==> src/rtl/bit_serial_adder.sv <==
// Bit-serial adder: one full adder plus a carry flop processes the operands
// LSB first, producing a WIDTH-bit registered sum and carry-out per request.
module bit_serial_adder #(
    parameter int WIDTH = 8
) (
    input  logic             clk,
    input  logic             rst,
    input  logic             start,
    input  logic [WIDTH-1:0] a,
    input  logic [WIDTH-1:0] b,
    input  logic             cin,
    output logic             busy,
    output logic             done,
    output logic [WIDTH-1:0] sum,
    output logic             cout
);

    localparam int CW = $clog2(WIDTH);

    localparam logic [1:0] S_IDLE  = 2'd0;
    localparam logic [1:0] S_SHIFT = 2'd1;
    localparam logic [1:0] S_DONE  = 2'd2;

    logic [1:0]       state_q, state_d;
    logic [WIDTH-1:0] a_q, a_d;
    logic [WIDTH-1:0] b_q, b_d;
    // Holds the low WIDTH-1 result bits; the final bit comes straight from the adder.
    logic [WIDTH-2:0] res_q, res_d;
    logic             carry_q, carry_d;
    logic [CW-1:0]    cnt_q, cnt_d;
    logic [WIDTH-1:0] sum_q, sum_d;
    logic             cout_q, cout_d;

    logic fa_s;
    logic fa_c;

    assign fa_s = a_q[0] ^ b_q[0] ^ carry_q;
    assign fa_c = (a_q[0] & b_q[0]) | (carry_q & (a_q[0] ^ b_q[0]));

    always_comb begin
        state_d = state_q;
        a_d     = a_q;
        b_d     = b_q;
        res_d   = res_q;
        carry_d = carry_q;
        cnt_d   = cnt_q;
        sum_d   = sum_q;
        cout_d  = cout_q;
        case (state_q)
            S_IDLE, S_DONE: begin
                if (start) begin
                    a_d     = a;
                    b_d     = b;
                    carry_d = cin;
                    cnt_d   = '0;
                    state_d = S_SHIFT;
                end else begin
                    state_d = S_IDLE;
                end
            end
            S_SHIFT: begin
                a_d     = a_q >> 1;
                b_d     = b_q >> 1;
                res_d   = (res_q >> 1) | ((WIDTH-1)'(fa_s) << (WIDTH-2));
                carry_d = fa_c;
                cnt_d   = cnt_q + 1'b1;
                if (cnt_q == CW'(WIDTH-1)) begin
                    sum_d   = {fa_s, res_q};
                    cout_d  = fa_c;
                    state_d = S_DONE;
                end
            end
            default: state_d = S_IDLE;
        endcase
    end

    always_ff @(posedge clk or posedge rst) begin
        if (rst) begin
            state_q <= S_IDLE;
            a_q     <= '0;
            b_q     <= '0;
            res_q   <= '0;
            carry_q <= 1'b0;
            cnt_q   <= '0;
            sum_q   <= '0;
            cout_q  <= 1'b0;
        end else begin
            state_q <= state_d;
            a_q     <= a_d;
            b_q     <= b_d;
            res_q   <= res_d;
            carry_q <= carry_d;
            cnt_q   <= cnt_d;
            sum_q   <= sum_d;
            cout_q  <= cout_d;
        end
    end

    assign busy = (state_q == S_SHIFT);
    assign done = (state_q == S_DONE);
    assign sum  = sum_q;
    assign cout = cout_q;

endmodule

==> config.mk <==
export PLATFORM = sky130hd
export DESIGN_NAME = bit_serial_adder
export DESIGN_NICKNAME = d
export VERILOG_FILES = /design/src/rtl/bit_serial_adder.sv
export SDC_FILE = /design/constraint.sdc
export NUM_CORES = 1
export LEC_CHECK = 0
export CAP_MARGIN = 20
export CELL_PAD_IN_SITES_DETAIL_PLACEMENT = 1
export CELL_PAD_IN_SITES_GLOBAL_PLACEMENT = 2
export CORE_MARGIN = 1
export CORE_UTILIZATION = 33
export CTS_CLUSTER_DIAMETER = 150
export DETAILED_ROUTE_END_ITERATION = 7
export PLACE_DENSITY = 0.79
export SYNTH_ARGS = -nofsm -noshare
export SYNTH_HDL_FRONTEND = slang
export SYNTH_SLANG_ARGS = --single-unit
export TNS_END_PERCENT = 50
==> constraint.sdc <==
create_clock -name clk -period 1.7 [get_ports clk]
set_clock_uncertainty 0.1 [all_clocks]
set_input_delay 0.34 -clock clk [delete_from_list [all_inputs] [get_ports clk]]
set_output_delay 0.34 -clock clk [all_outputs]
set_load 0.05 [all_outputs]
=== Word level (Yosys, flattened, before mapping) ===
Cells that the tools add are included.

* RAM bits: 0
* Flip-flop bits (word level): 38
* Latch bits: 0
* Input port bits: 20
* Memories: 0
* ROM bits: 0

* $add $sub $neg: 1
* Reduce and logical (&&, ||, !) cells: 5
* Equal/unequal tests: 5
* Order comparisons: 0
* Div/mod/pow operators: 0
* Shift operators: 0
* Bitwise operators: 6
* Multiply operators: 0
* Muxes and demuxes: 11

{| class="wikitable"
|+ Operators by type and width
! kind !! count
|-
| case mux 8 bit (2 select lines) || 2
|-
| two-way mux 8 bit || 2
|-
| bitwise OR 6 x 7 -> 7 bit || 1
|-
| case mux 3 bit (2 select lines) || 1
|-
| case mux 2 bit (2 select lines) || 1
|-
| AND reduction 2 bit || 2
|-
| adder 3 x 1 -> 3 bit (second input constant) || 1
|-
| == test 3 bit (second input constant) || 1
|-
| two-way mux 3 bit || 1
|-
| AND 1 bit || 2
|-
| == test 2 x 1 -> 1 bit (second input constant) || 1
|-
| == test 2 bit (second input constant) || 1
|-
| zero test 2 bit || 1
|-
| two-way mux 1 bit || 2
|-
| two-way mux 2 bit || 1
|-
| inequality test 2 x 1 -> 1 bit (second input constant) || 1
|-
| inequality test 2 bit (second input constant) || 1
|-
| case mux 1 bit (2 select lines) || 1
|-
| nonzero test 2 bit || 1
|-
| OR reduction 2 bit || 1
|-
| XOR 1 bit || 2
|-
| bitwise OR 1 bit || 1
|}

=== Longest topological paths before layout ===
Gate-level depths: netlist of the first run.

* Word-level depth: 4
* Depth in mapped cells: 6
* Mapped depth without buffers: 4

=== Least setup slack after synthesis of the first run ===
No wires, ideal clock.

* Path kind: flip-flop to output port
* Start: register state_q[0]
* End: output port done
* Required time: 1.260 ns
* Arrival time: 1.182 ns
* Stages on the path, launching flop included: 3
* Path buffers: 1
* Path slack: 0.078 ns
* Cells stage by stage: dfrtp_1 > buf_6 > nor2b_1

* Longest elaborated chain between the ends: 1

{| class="wikitable"
|+ Ends and longest elaborated chain
! what !! RTL line !! text
|-
| start, declared || 24 || <nowiki>logic [1:0] state_q, state_d;</nowiki>
|-
| start signal, assigned || 88 || <nowiki>state_q <= state_d;</nowiki>
|-
| == test 2 bit || 100 || <nowiki>assign done = (state_q == S_DONE);</nowiki>
|-
| end, declared || 13 || <nowiki>output logic done,</nowiki>
|}

No other way between the ends.

=== Worst setup path in the final report of the first run ===
Same ends and word-level chain as after synthesis.

==> run_results.csv, run 1 <==
group,metric,value,unit
setup_path,r2r_slack,0.09,ns
job,drv_cap,0,
timing,period_needed,1.62,ns
setup_path,path_cells,"buf_4, nor2b_2, buf_12",
clocking,path_clk_slew,0.08,ns
placed_design,dpl.hpwl,2.56,mm
placed_design,io_buffers,30,
logic_synthesis,seq_area_frac_synth,56.9,%
setup_path,reg2regPathDepth,4,
timing,setup_tns,0,ns
global_route,grt_max_degree,39,
setup_path,cp_max_fo,8,
timing,fmax,616,MHz
clocking,clock_latency,0.29,ns
timing,relSlewSlack,82.0,%
timing,final.period_utilization,95.5,%
drt,drtIter0Drc,44,
global_route,grt_pass1_vias,1280,
clocking,cts_tree,"yes",
floorplanning,die_h,73.2,um
clocking,cts_made_buffers,5,
floorplanning,core_area,0.00479,mm^2
clocking,cts-root-buf,"clkbuf_8",
setup_path,cpPeakStageDelay,0.42,ns
clocking,cts_htree_levels,2,
clocking,max-clock-path-buffers,2,
setup_path,critPathArrivalTime,1.18,ns
logic_synthesis,syn-num-nets,166,
timing,tightest_slew,0.268,ns
floorplanning,rows,25,
setup_path,r2r-start,"cnt_q[0]",
logic_synthesis,avgSynthCellArea,11.7,um^2
drt,avgRoutedWirePerCell,15.2,um
global_route,overflow,0,
status,outcome,"complete, no violations",
timing,report.final.slew_viol_count,0,
global_route,antenna_found_initial,0,
clocking,clock_sinks,38,
floorplanning,die_x,73.2,um
setup_path,critPathSlowestCell,"dfrtp_1",
logic_synthesis,yosysWarnings,0,
cells_and_area,area_growth,34.1,%
logic_synthesis,synth_seq_cells,38,
global_route,track_usage,15.4,%
global_route,grt_pass1_wl,6.20,mm
setup_path,critPathRequiredTime,1.26,ns
power,finalPower,0.00454,W
logic_synthesis,yosysUniqueCellTypes,24,
drt,final_antenna_net_count,0,
floorplanning,initial_core_util,34.9,%
setup_path,crit_type,"reg2out",
logic_synthesis,yosysTopAreaCellShare,56.9,%
placed_design,gp_congestion,0.684,
drt,drt_pass1_iterations,4,
drt,vias_per_cell,4.74,
drt,dr_total_vias,1186,
timing,grt_setup_unrepaired,"no",
power,leakagePower,1.03,nW
setup_path,crit_family,"flip-flops",
timing,hold_viol,0,
logic_synthesis,synth_area,0.00167,mm^2
floorplanning,io_pins,31,
cells_and_area,diodes,0,
timing,finalSetupViolations,0,
setup_path,critPathLaunchType,"flop",
setup_path,endpoint_kind,"output port",
drt,route.detailed.drc,0,
cells_and_area,nets,205,
floorplanning,die_area,0.00535,mm^2
power,powerDensity,2030,mW/mm^2
logic_synthesis,syn_inst,143,
drt,wl,3.81,mm
power,vdd_drop_max,0.000755,V
logic_synthesis,yosys.area.top_type,"dfrtp_1",
cells_and_area,drive_above_1_share,23.5,%
worst_hold_path,hold_path.class,"in2async",
setup_path,critPathBufInv,2,
logic_synthesis,synthTopCellsByArea,"dfrtp_1 (57%), mux2_4 (8.1%), o22ai_1 (5.2%)",
setup_path,reg2reg_to,"sum[3]",
-- timing repair --
action | 4_1_cts | 5_1_grt
setup buffers | 0 | 3
pin swaps | 0 | 0
hold buffers | 0 | 0
setup endpoints to repair | 2 | 1
resized for setup | 3 | 0
cloned | 0 | 1
-- cell usage in the layout (no fill, tap or decap) --
cell and count:
nand2b_1 1, nand2_8 1, ha_1 2, inv_12 1
nor2b_1 2, xnor2_1 1, a21oi_1 1, nand2_1 21
mux2_4 9, o21ai_0 1, nor2_1 16, o22ai_1 14
clkdlybuf4s50_1 19, inv_1 2, clkinv_2 1, mux2_2 1
dfrtp_2 1, a22o_1 5, mux2i_1 1, buf_12 9
inv_6 1, nor3_1 14, clkbuf_8 6, buf_4 11
clkbuf_1 1, a211oi_1 1, dfrtp_1 37, nand2b_4 1
fa_1 1, nor2b_2 1
-- power breakdown --
part | leakage [nW] | switching [W] | internal, W
Sequential | 0.464 | 0.000318 | 0.00134
Clock | 0.0482 | 0.000316 | 0.000327
Combinational | 0.522 | 0.00122 | 0.00103
Total | 1.03 | 0.00185 | 0.00269
-- stage by stage --
stage	cell area, um^2	hold slack (ns)	util [%]	instances	worst slack [ns]
after floorplan	1670	0.346	-	143	0.0784
after global placement	2110	0.359	44.1	238	0.125
after detailed placement	2110	0.394	44.1	238	0.0197
after CTS	2210	0.310	46.2	246	0.0173
after global routing	2240	0.340	46.8	250	0.0347
final	2240	0.296	46.8	250	0.0758
-- tightest hold or removal path, stage by stage --
cell and delay [ns]:
clkdlybuf4s50_1 0.40, inv_1 0.09, buf_12 0.23
-- worst max-delay path by stage --
stage / depth (start not counted) / end / slack (ns) / from
global placement: 5 / a_q[5] / 0.13 / start
finish: 3 / done / 0.08 / state_q[0]
CTS: 3 / busy / 0.02 / state_q[1]
global route: 3 / done / 0.03 / state_q[0]
floorplan: 2 / done / 0.08 / state_q[0]
detailed placement: 5 / a_q[5] / 0.02 / start
-- area by class of cell --
class                           instances  area [um^2]
Clock buffer                            7         86.3
Clock inverter                          1         5.00
Fill cell                             522         2540
Inverter                                3         23.8
Multi-Input combinational cell         94          629
Sequential cell                        38          952
Tap cell                               67         83.8
Timing Repair Buffer                   39          453
Timing Repair inverter                  1         8.76
-- cells by family after synthesis --
kind of cell | Yosys count | synth area share (%)
AO/OA/AOI/OAI | 22 | 8.91
XOR/XNOR | 1 | 0.524
adder cells (fa/ha/maj) | 3 | 2.69
buffers and inverters | 11 | 5.61
flip-flops | 38 | 56.9
multiplexers | 11 | 9.36
AND/OR/NAND/NOR | 57 | 16.0
-- cell usage after synthesis (all sizes together) --
library cell  instances
a211oi                1
a21oi                 1
a22o                  5
buf                   7
clkbuf                1
dfrtp                38
fa                    1
ha                    2
inv                   3
mux2                 10
mux2i                 1
nand2                22
nand2b                2
nor2                 16
nor2b                 3
nor3                 14
o21ai                 1
o22ai                14
xnor2                 1
-- layer usage --
layer	wire [um]	vias to the layer above	GRT usage, %
met1	1640	579	18.3
li1	-	577	-
met3	172	4	4.28
met5	0	-	0
met4	31	0	3.92
met2	1970	26	27.4
-- sequential cells by signal (all words and copies together) (netlist names) --
register / cells
a_q: 8
b_q: 8
carry_q: 1
cnt_q: 3
cout: 1
res_q: 7
state_q: 2
sum: 8
No activity file was read; power rests on OpenSTA's default activity.
==> run 2: changes to the inputs <==
==> constraint.sdc (replaced) <==
create_clock -name clk -period 1.7 [get_ports clk]
set_clock_uncertainty 0.1 [all_clocks]
set_input_delay 0.34 -clock clk [delete_from_list [all_inputs] [get_ports clk]]
set_output_delay 0.34 -clock clk [all_outputs]
set_load 0.1 [all_outputs]
==> run_results.csv, run 2 (synthesized netlist as in run 1, its figures left out) <==
group,metric,value,unit
status,outcome,"complete, no violations",
timing,hold_viol,0,
power,powerDensity,2300,mW/mm^2
clocking,cts-root-buf,"clkbuf_8",
timing,final.period_utilization,97.0,%
setup_path,crit_type,"reg2out",
cells_and_area,mostFrequentLayoutCells,"dfrtp_1 (37), nand2_1 (21), clkdlybuf4s50_1 (19)",
placed_design,gp_congestion,0.729,
global_route,track_usage,16.0,%
cells_and_area,diodes,0,
setup_path,critPathRequiredTime,1.26,ns
global_route,grt_pass1_wl,6.15,mm
global_route,grt_pass1_vias,1275,
timing,period_needed,1.65,ns
timing,relSlewSlack,84.2,%
worst_hold_path,hold_path.class,"in2async",
drt,dr_total_vias,1197,
setup_path,reg2regPathDepth,4,
power,vdd_drop_max,0.000819,V
drt,route.detailed.drc,0,
drt,final_antenna_net_count,0,
clocking,clock_latency,0.29,ns
cells_and_area,fin_cells,251,
setup_path,reg2reg_to,"cout",
setup_path,critPathArrivalTime,1.21,ns
floorplanning,core_area,0.00479,mm^2
floorplanning,die_area,0.00535,mm^2
clocking,max-clock-path-buffers,2,
drt,drt_pass1_iterations,4,
setup_path,r2r-start,"cnt_q[0]",
job,drv_cap,0,
global_route,overflow,0,
floorplanning,die_x,73.2,um
floorplanning,io_pins,31,
cells_and_area,layout_commonest_cell,"dfrtp_1",
floorplanning,initial_core_util,34.9,%
clocking,cts_hold_buffers,0,
setup_path,critPathLaunchType,"flop",
timing,finalSetupViolations,0,
drt,avgRoutedWirePerCell,14.7,um
global_route,antenna_found_initial,0,
setup_path,crit_start,"state_q[1]",
cells_and_area,drive_above_1_share,24.5,%
setup_path,endpoint_kind,"output port",
drt,vias_per_cell,4.77,
power,finalPower,0.00543,W
cells_and_area,area_growth,40.9,%
placed_design,dpl.hpwl,2.47,mm
timing,fmax,606,MHz
clocking,clock_sinks,38,
timing,report.final.slew_viol_count,0,
setup_path,cp_max_fo,13,
placed_design,place_inst,239,
setup_path,r2r_slack,0.12,ns
cells_and_area,design_area,0.00236,mm^2
clocking,cts_made_buffers,5,
power,leakagePower,1.08,nW
placed_design,io_buffers,30,
placed_design,post_dp_cell_area,0.00218,mm^2
clocking,cts_htree_levels,2,
timing,tightest_slew,0.237,ns
drt,wl,3.69,mm
floorplanning,die_h,73.2,um
timing,setup_tns,0,ns
clocking,path_clk_slew,0.07,ns
cells_and_area,nFillCells,515,
cells_and_area,nets,206,
drt,drtIter0Drc,66,
timing,grt_setup_unrepaired,"no",
floorplanning,rows,25,
global_route,grt_max_degree,39,
setup_path,crit_path_end,"busy",
clocking,cts_tree,"yes",
-- run 2: cell types whose count changed in the layout (fill, tap and decap cells not counted) --
cell,previous run,this run
buf_4,11,8
buf_12,9,13
clkbuf_1,1,0
clkinv_2,1,0
bufinv_16,0,2
nor2b_4,0,1
nor2b_2,1,0
-- run 2: critical path, stage by stage, from the launching register on --
cell	delay, ns
dfrtp_2	0.44
nand2b_4	0.19
inv_12	0.11
buf_12	0.18
-- run 2: metal layers --
metal | up-vias | global-route usage [%] | part of all wire, %
met4 | 0 | 7.84 | 1.4
met5 | - | 0 | 0
met1 | 587 | 19.6 | 45
met2 | 29 | 26.6 | 49
met3 | 5 | 3.45 | 5.0
li1 | 576 | - | -
-- run 2: worst min-delay path by stage --
stage | slack [ns] | cells after the start | to | start
2_1_floorplan | 0.35 | 2 | res_q[0] | res_q[0]
3_3_place_gp | 0.36 | 2 | res_q[0] | res_q[0]
3_5_place_dp | 0.38 | 2 | res_q[0] | res_q[0]
4_1_cts | 0.30 | 3 | sum[2] | rst
5_1_grt | 0.33 | 3 | b_q[7] | rst
6_report | 0.30 | 3 | sum[1] | rst
-- run 2: area by class of cell --
type                       count  area, um^2  area share [%]
sequential                    38         952            40.4
multi-input combinational     94         634            26.9
timing repair buffer          40         510            21.7
tap                           67        83.8            3.56
clock buffer                   6        82.6            3.51
clock inverter                 2        60.1            2.55
inverter                       3        23.8            1.01
timing repair inverter         1        8.76           0.372
-- run 2: repair_timing --
action	in CTS	in global routing
setup buffers	1	2
gates cloned	1	0
gates resized for setup	2	0
endpoints found under the hold margin	0	0
pin swaps	0	0
endpoints found under the setup margin	1	1
-- run 2: where the power goes --
part           internal (W)  switching [W]  leakage (nW)
Sequential          0.00134       0.000344         0.464
Combinational       0.00116        0.00164         0.542
Clock              0.000626       0.000328        0.0714
-- run 2: per-stage QoR --
stage / hold WS, ns / util [%] / setup WS, ns
3_5_place_dp: 0.379 / 45.5 / 0.0736
4_1_cts: 0.301 / 48.9 / 0.00231
2_1_floorplan: 0.346 / - / 0.229
5_1_grt: 0.332 / 49.2 / 0.0123
3_3_place_gp: 0.360 / 45.5 / 0.121
6_report: 0.296 / 49.2 / 0.0507
==> run 3: changes to the inputs <==
--- a/config.mk
+++ b/config.mk
@@ -9,10 +9,11 @@
 export CELL_PAD_IN_SITES_DETAIL_PLACEMENT = 1
 export CELL_PAD_IN_SITES_GLOBAL_PLACEMENT = 2
 export CORE_MARGIN = 1
-export CORE_UTILIZATION = 33
+export CORE_UTILIZATION = 30
 export CTS_CLUSTER_DIAMETER = 150
 export DETAILED_ROUTE_END_ITERATION = 7
-export PLACE_DENSITY = 0.79
+export MAX_ROUTING_LAYER = met4
+export PLACE_DENSITY = 0.76
 export SYNTH_ARGS = -nofsm -noshare
 export SYNTH_HDL_FRONTEND = slang
 export SYNTH_SLANG_ARGS = --single-unit
==> constraint.sdc (replaced) <==
create_clock -name clk -period 1.4 [get_ports clk]
set_clock_uncertainty 0.1 [all_clocks]
set_input_delay 0.28 -clock clk [delete_from_list [all_inputs] [get_ports clk]]
set_output_delay 0.28 -clock clk [all_outputs]
set_load 0.1 [all_outputs]
==> run_results.csv, run 3 (synthesized netlist as in run 1, its figures left out) <==
group,metric,value,unit
status,outcome,"complete, but fails checks",
status,violations,"setup timing",
clocking,clock_latency,0.28,ns
floorplanning,core_area,0.00524,mm^2
drt,drtIter0Drc,65,
timing,fmax,685,MHz
floorplanning,initial_core_util,31.9,%
drt,dr_total_vias,1253,
timing,final.period_utilization,104,%
global_route,grt_pass1_wl,6.89,mm
setup_path,critPathLaunchType,"flop",
drt,wl,3.93,mm
cells_and_area,drive_above_1_share,32.1,%
cells_and_area,area_growth,45.4,%
placed_design,gp_congestion,0.760,
power,finalPower,0.00651,W
timing,report.final.slew_viol_count,0,
cells_and_area,diodes,0,
timing,relSlewSlack,81.8,%
cells_and_area,mostFrequentLayoutCells,"dfrtp_1 (37), nand2_1 (21), clkdlybuf4s50_1 (19)",
clocking,path_clk_slew,0.07,ns
setup_path,path_cells,"buf_6, nor2b_4, buf_12",
timing,tightest_slew,0.273,ns
clocking,cts_htree_levels,2,
setup_path,endpoint_kind,"output port",
worst_hold_path,hold_path.class,"in2async",
cells_and_area,layout_commonest_cell,"dfrtp_1",
clocking,cts_made_buffers,5,
global_route,overflow,0,
setup_path,reg2regPathDepth,4,
timing,finalSetupViolations,11,
placed_design,dpl.hpwl,2.64,mm
setup_path,critPathArrivalTime,1.08,ns
setup_path,cp_max_fo,2,
timing,hold_viol,0,
floorplanning,die_x,76.6,um
clocking,clock_sinks,38,
drt,drt_pass1_iterations,4,
setup_path,cpPeakStageDelay,0.37,ns
drt,final_antenna_net_count,0,
clocking,cts-root-buf,"clkbuf_8",
global_route,track_usage,15.5,%
placed_design,io_buffers,30,
setup_path,critPathSlowestCell,"dfrtp_1",
placed_design,pre_cts_ws,-0.249,ns
setup_path,crit_family,"flip-flops",
timing,grt_setup_unrepaired,"yes",
setup_path,critPathBufInv,2,
drt,route.detailed.drc,0,
floorplanning,io_pins,31,
global_route,grt_max_degree,39,
global_route,grt_pass1_vias,1405,
clocking,cts_tree,"yes",
job,drv_cap,0,
clocking,cts_hold_buffers,0,
drt,avgRoutedWirePerCell,15.3,um
setup_path,crit_type,"reg2out",
floorplanning,die_h,76.6,um
power,vdd_drop_max,0.00118,V
drt,vias_per_cell,4.88,
floorplanning,die_area,0.00587,mm^2
cells_and_area,nets,211,
clocking,max-clock-path-buffers,2,
power,powerDensity,2680,mW/mm^2
global_route,antenna_found_initial,0,
timing,setup_slack,-0.0598,ns
setup_path,critPathRequiredTime,1.02,ns
power,leakagePower,1.10,nW
cells_and_area,nFillCells,551,
timing,period_needed,1.46,ns
setup_path,crit_cells,3,
floorplanning,rows,26,
run 3: cell count changes in the layout (fill, tap and decap cells not counted), moves of 2 or more:
cell / change
o22ai_2: +5
o22ai_1: -5
nor3_2: +3
ha_1: -2
bufinv_16: -2
nor3_1: -3
buf_6: +4
run 3: tightest hold or removal path, cell delays in order:
cell and delay, ns:
clkdlybuf4s50_1 0.40, inv_1 0.09, buf_12 0.22
run 3: what timing repair did:
action,CTS,global route
gates cloned,1,0
resized for setup,7,9
setup endpoints to repair,11,28
buffers inserted,5,0
pin swaps,1,0
run 3: through the flow:
step / utilization [%] / TNS, ns / instances / area (um^2) / hold slack [ns]
final: 46.4 / -0.292 / 257 / 2430 / 0.243
after global routing: 46.4 / -0.659 / 257 / 2430 / 0.250
after CTS: 45.4 / -0.411 / 257 / 2380 / 0.249
after detailed placement: 42.3 / -3.78 / 245 / 2220 / 0.389
after global placement: 42.3 / -2.07 / 245 / 2220 / 0.358
after floorplan: - / 0 / 143 / 1690 / 0.320
run 3: final cells by class:
cell class / instances / area, um^2 / share of cell area [%]
timing repair buffer: 45 / 563 / 23.2
clock buffer: 6 / 82.6 / 3.40
multi-input combinational: 95 / 726 / 29.9
inverter: 3 / 18.8 / 0.772
sequential: 38 / 952 / 39.2
tap: 70 / 87.6 / 3.60
run 3: layer usage:
| metal | global-route usage [%] | routed length (um) |
|---|---|---|
| met2 | 25.6 | 2000 |
| met1 | 18.1 | 1730 |
| met3 | 5.51 | 183 |
| met5 | - | 0 |
| met4 | 3.08 | 14 |
run 3: final timing paths:
kind | endpoint | startpoint | slack, ns
worst max-delay path | done | state_q[1] | -0.06
worst min-delay path | res_q[0] | rst | 0.24
worst max register to register | sum[3] | cnt_q[0] | -0.03
worst min register to register | res_q[0] | res_q[0] | 0.39
max in group asynchronous | b_q[0] | rst | 0.75
min in group clk | res_q[0] | res_q[0] | 0.39
run 3: report_power, final:
group | switching, W | internal (W) | total, W
combinational | 0.00211 | 0.00160 | 0.00372
sequential | 0.000438 | 0.00163 | 0.00206
clock | 0.000346 | 0.000379 | 0.000726
==> RTL change, RTL diff (settings of run 1) <==
Reset style: synchronous (`rst`), changed in one clocked block.
--- a/src/rtl/bit_serial_adder.sv
+++ b/src/rtl/bit_serial_adder.sv
@@ -74,7 +74,7 @@
         endcase
     end
 
-    always_ff @(posedge clk or posedge rst) begin
+    always_ff @(posedge clk) begin
         if (rst) begin
             state_q <= S_IDLE;
             a_q     <= '0;
Function: differs if rst is asserted again (counterexample within 4 cycles, from zero or initial values and one cycle with rst high); with rst held inactive, the same outputs for 10 cycles.
==> RTL change against run 1 <==
Routed wire length down 5.5%; via count rose by 17%; worst setup slack better by 0.032 ns; count of clock-buffer cells in the layout shrank 1; maximum frequency is 2.0% higher; sequential cell count unchanged; area after synthesis decreased by 7.7%; global-route usage is essentially flat; synthesized cell count rose by 32%; highest routed layer unchanged; register-to-register slack improved by 0.15 ns; cell area shrank 12%.
Power is not compared: it rests on default switching activity, and its combinational part moved more than twofold at a synthesized area within 25%.
==> RTL change: results (changes against run 1) <==
metric,value,unit,change
Filler cells,509,,-2.5%
Synth Flop Type,dfxtp_1,,
met3 global-route usage,4.91,%,+0.62 points
WP data arrival,1.15,ns,-0.03 ns
outcome,"finished, final reports clean",,
R2R Setup Slk,0.24,ns,+0.15 ns
Worst path max stage delay,0.40,ns,-0.02 ns
Avg WL per Cell,13.4,um,-12%
r2r endpoint,sum[3],,
share of cells above drive strength 1,11.6,%,-12 points
WHS,0.358,ns,+0.0620 ns
Async SR Flop Fraction,0,%,-100 points
r2r worst-path depth,5,,+1
Post-synth top cells,"nand2_1 (57), dfxtp_1 (38), a21oi_1 (21), nor2_1 (17), a311oi_1 (15)",,
DRT Wirelength,3.60,mm,-5.5%
aggregate global-route resource usage,15.4,%,about the same
Syn Area/Cell,8.16,um^2,-30%
M2 GR Usage,27.2,%,-0.17 points
GP Congestion,0.684,,about the same
syn nets,212,,+28%
M1 GR Usage,17.1,%,-1.3 points
first-pass GRT wire length,5.95,mm,-4.0%
CP max FO,12,,+4
HP Class,reg2reg,,
Via density,5.18,,+9.3%
Synth area leaders,"dfxtp_1 (49%), nand2_1 (14%), a311oi_1 (8.5%)",,
## RTL change: changes by cell type in the layout (fill, tap and decap cells not counted), moves of 3 or more
cell and delta:
dfrtp_1 -37, nor3_1 -14, buf_4 +3, dfxtp_1 +38, buf_12 -5, nand3_1 +14, nand2_1 +36, mux2_4 -9
o22ai_1 -14, a311oi_1 +15, a22o_1 -5, a21oi_1 +20
## RTL change: final cells by class
type	count	area share, %
multi-input combinational	134	34.4
sequential	38	38.7
clock buffer	6	4.20
timing repair buffer	37	19.1
inverter	1	0.318
tap	52	3.31
## RTL change: worst register-to-register path, cell delays in order, from the launching register on
cell and delay, ns:
dfxtp_1 0.32, ha_1 0.19, ha_1 0.19, nand3b_1 0.33, nand2_1 0.12, a21oi_1 0.14
## RTL change: cell families (layout without fill, tap and decap cells)
group           count (synthesis)  in the layout  synth area share (%)
fa+ha+maj                       3              3                  2.92
compound gates                 37             37                  15.8
buf+inv                        17             44                  6.89
flops                          38             38                  49.3
simple gates                   94             94                  25.1
## RTL change: metal layers
| metal | wire length [um] | vias up |
|---|---|---|
| met2 | 1810 | 30 |
| met3 | 166 | 7 |
| li1 | - | 689 |
| met4 | 52 | 0 |
| met1 | 1570 | 663 |
| met5 | 0 | - |
## RTL change: metrics by stage
step,setup TNS [ns],setup slack [ns],utilization [%]
2_1_floorplan,0,0.237,-
3_3_place_gp,0,0.000682,42.6
5_1_grt,0,0.0120,44.5
4_1_cts,0,0.0325,44.5
3_5_place_dp,-0.375,-0.0695,42.6
6_report,0,0.108,44.5
## RTL change: worst max path at each step
| stage | to | from | slack [ns] | cells after the start |
|---|---|---|---|---|
| detailed placement | b_q[2] | start | -0.07 | 5 |
| global placement | a_q[5] | start | 0.0007 | 5 |
| global route | busy | state_q[0] | 0.01 | 3 |
| CTS | busy | state_q[0] | 0.03 | 3 |
| floorplan | done | state_q[1] | 0.24 | 1 |
| finish | busy | state_q[0] | 0.11 | 3 |
## RTL change: power groups by stage
stage | Combinational (mW) | Sequential [mW] | Clock, mW
4_1_cts | 0.249 | 0.964 | 0.630
6_report | 0.246 | 0.964 | 0.598
5_1_grt | 0.273 | 0.969 | 0.658
3_3_place_gp | 0.236 | 0.981 | 0
3_5_place_dp | 0.249 | 0.984 | 0
2_1_floorplan | 0.161 | 0.976 | 0
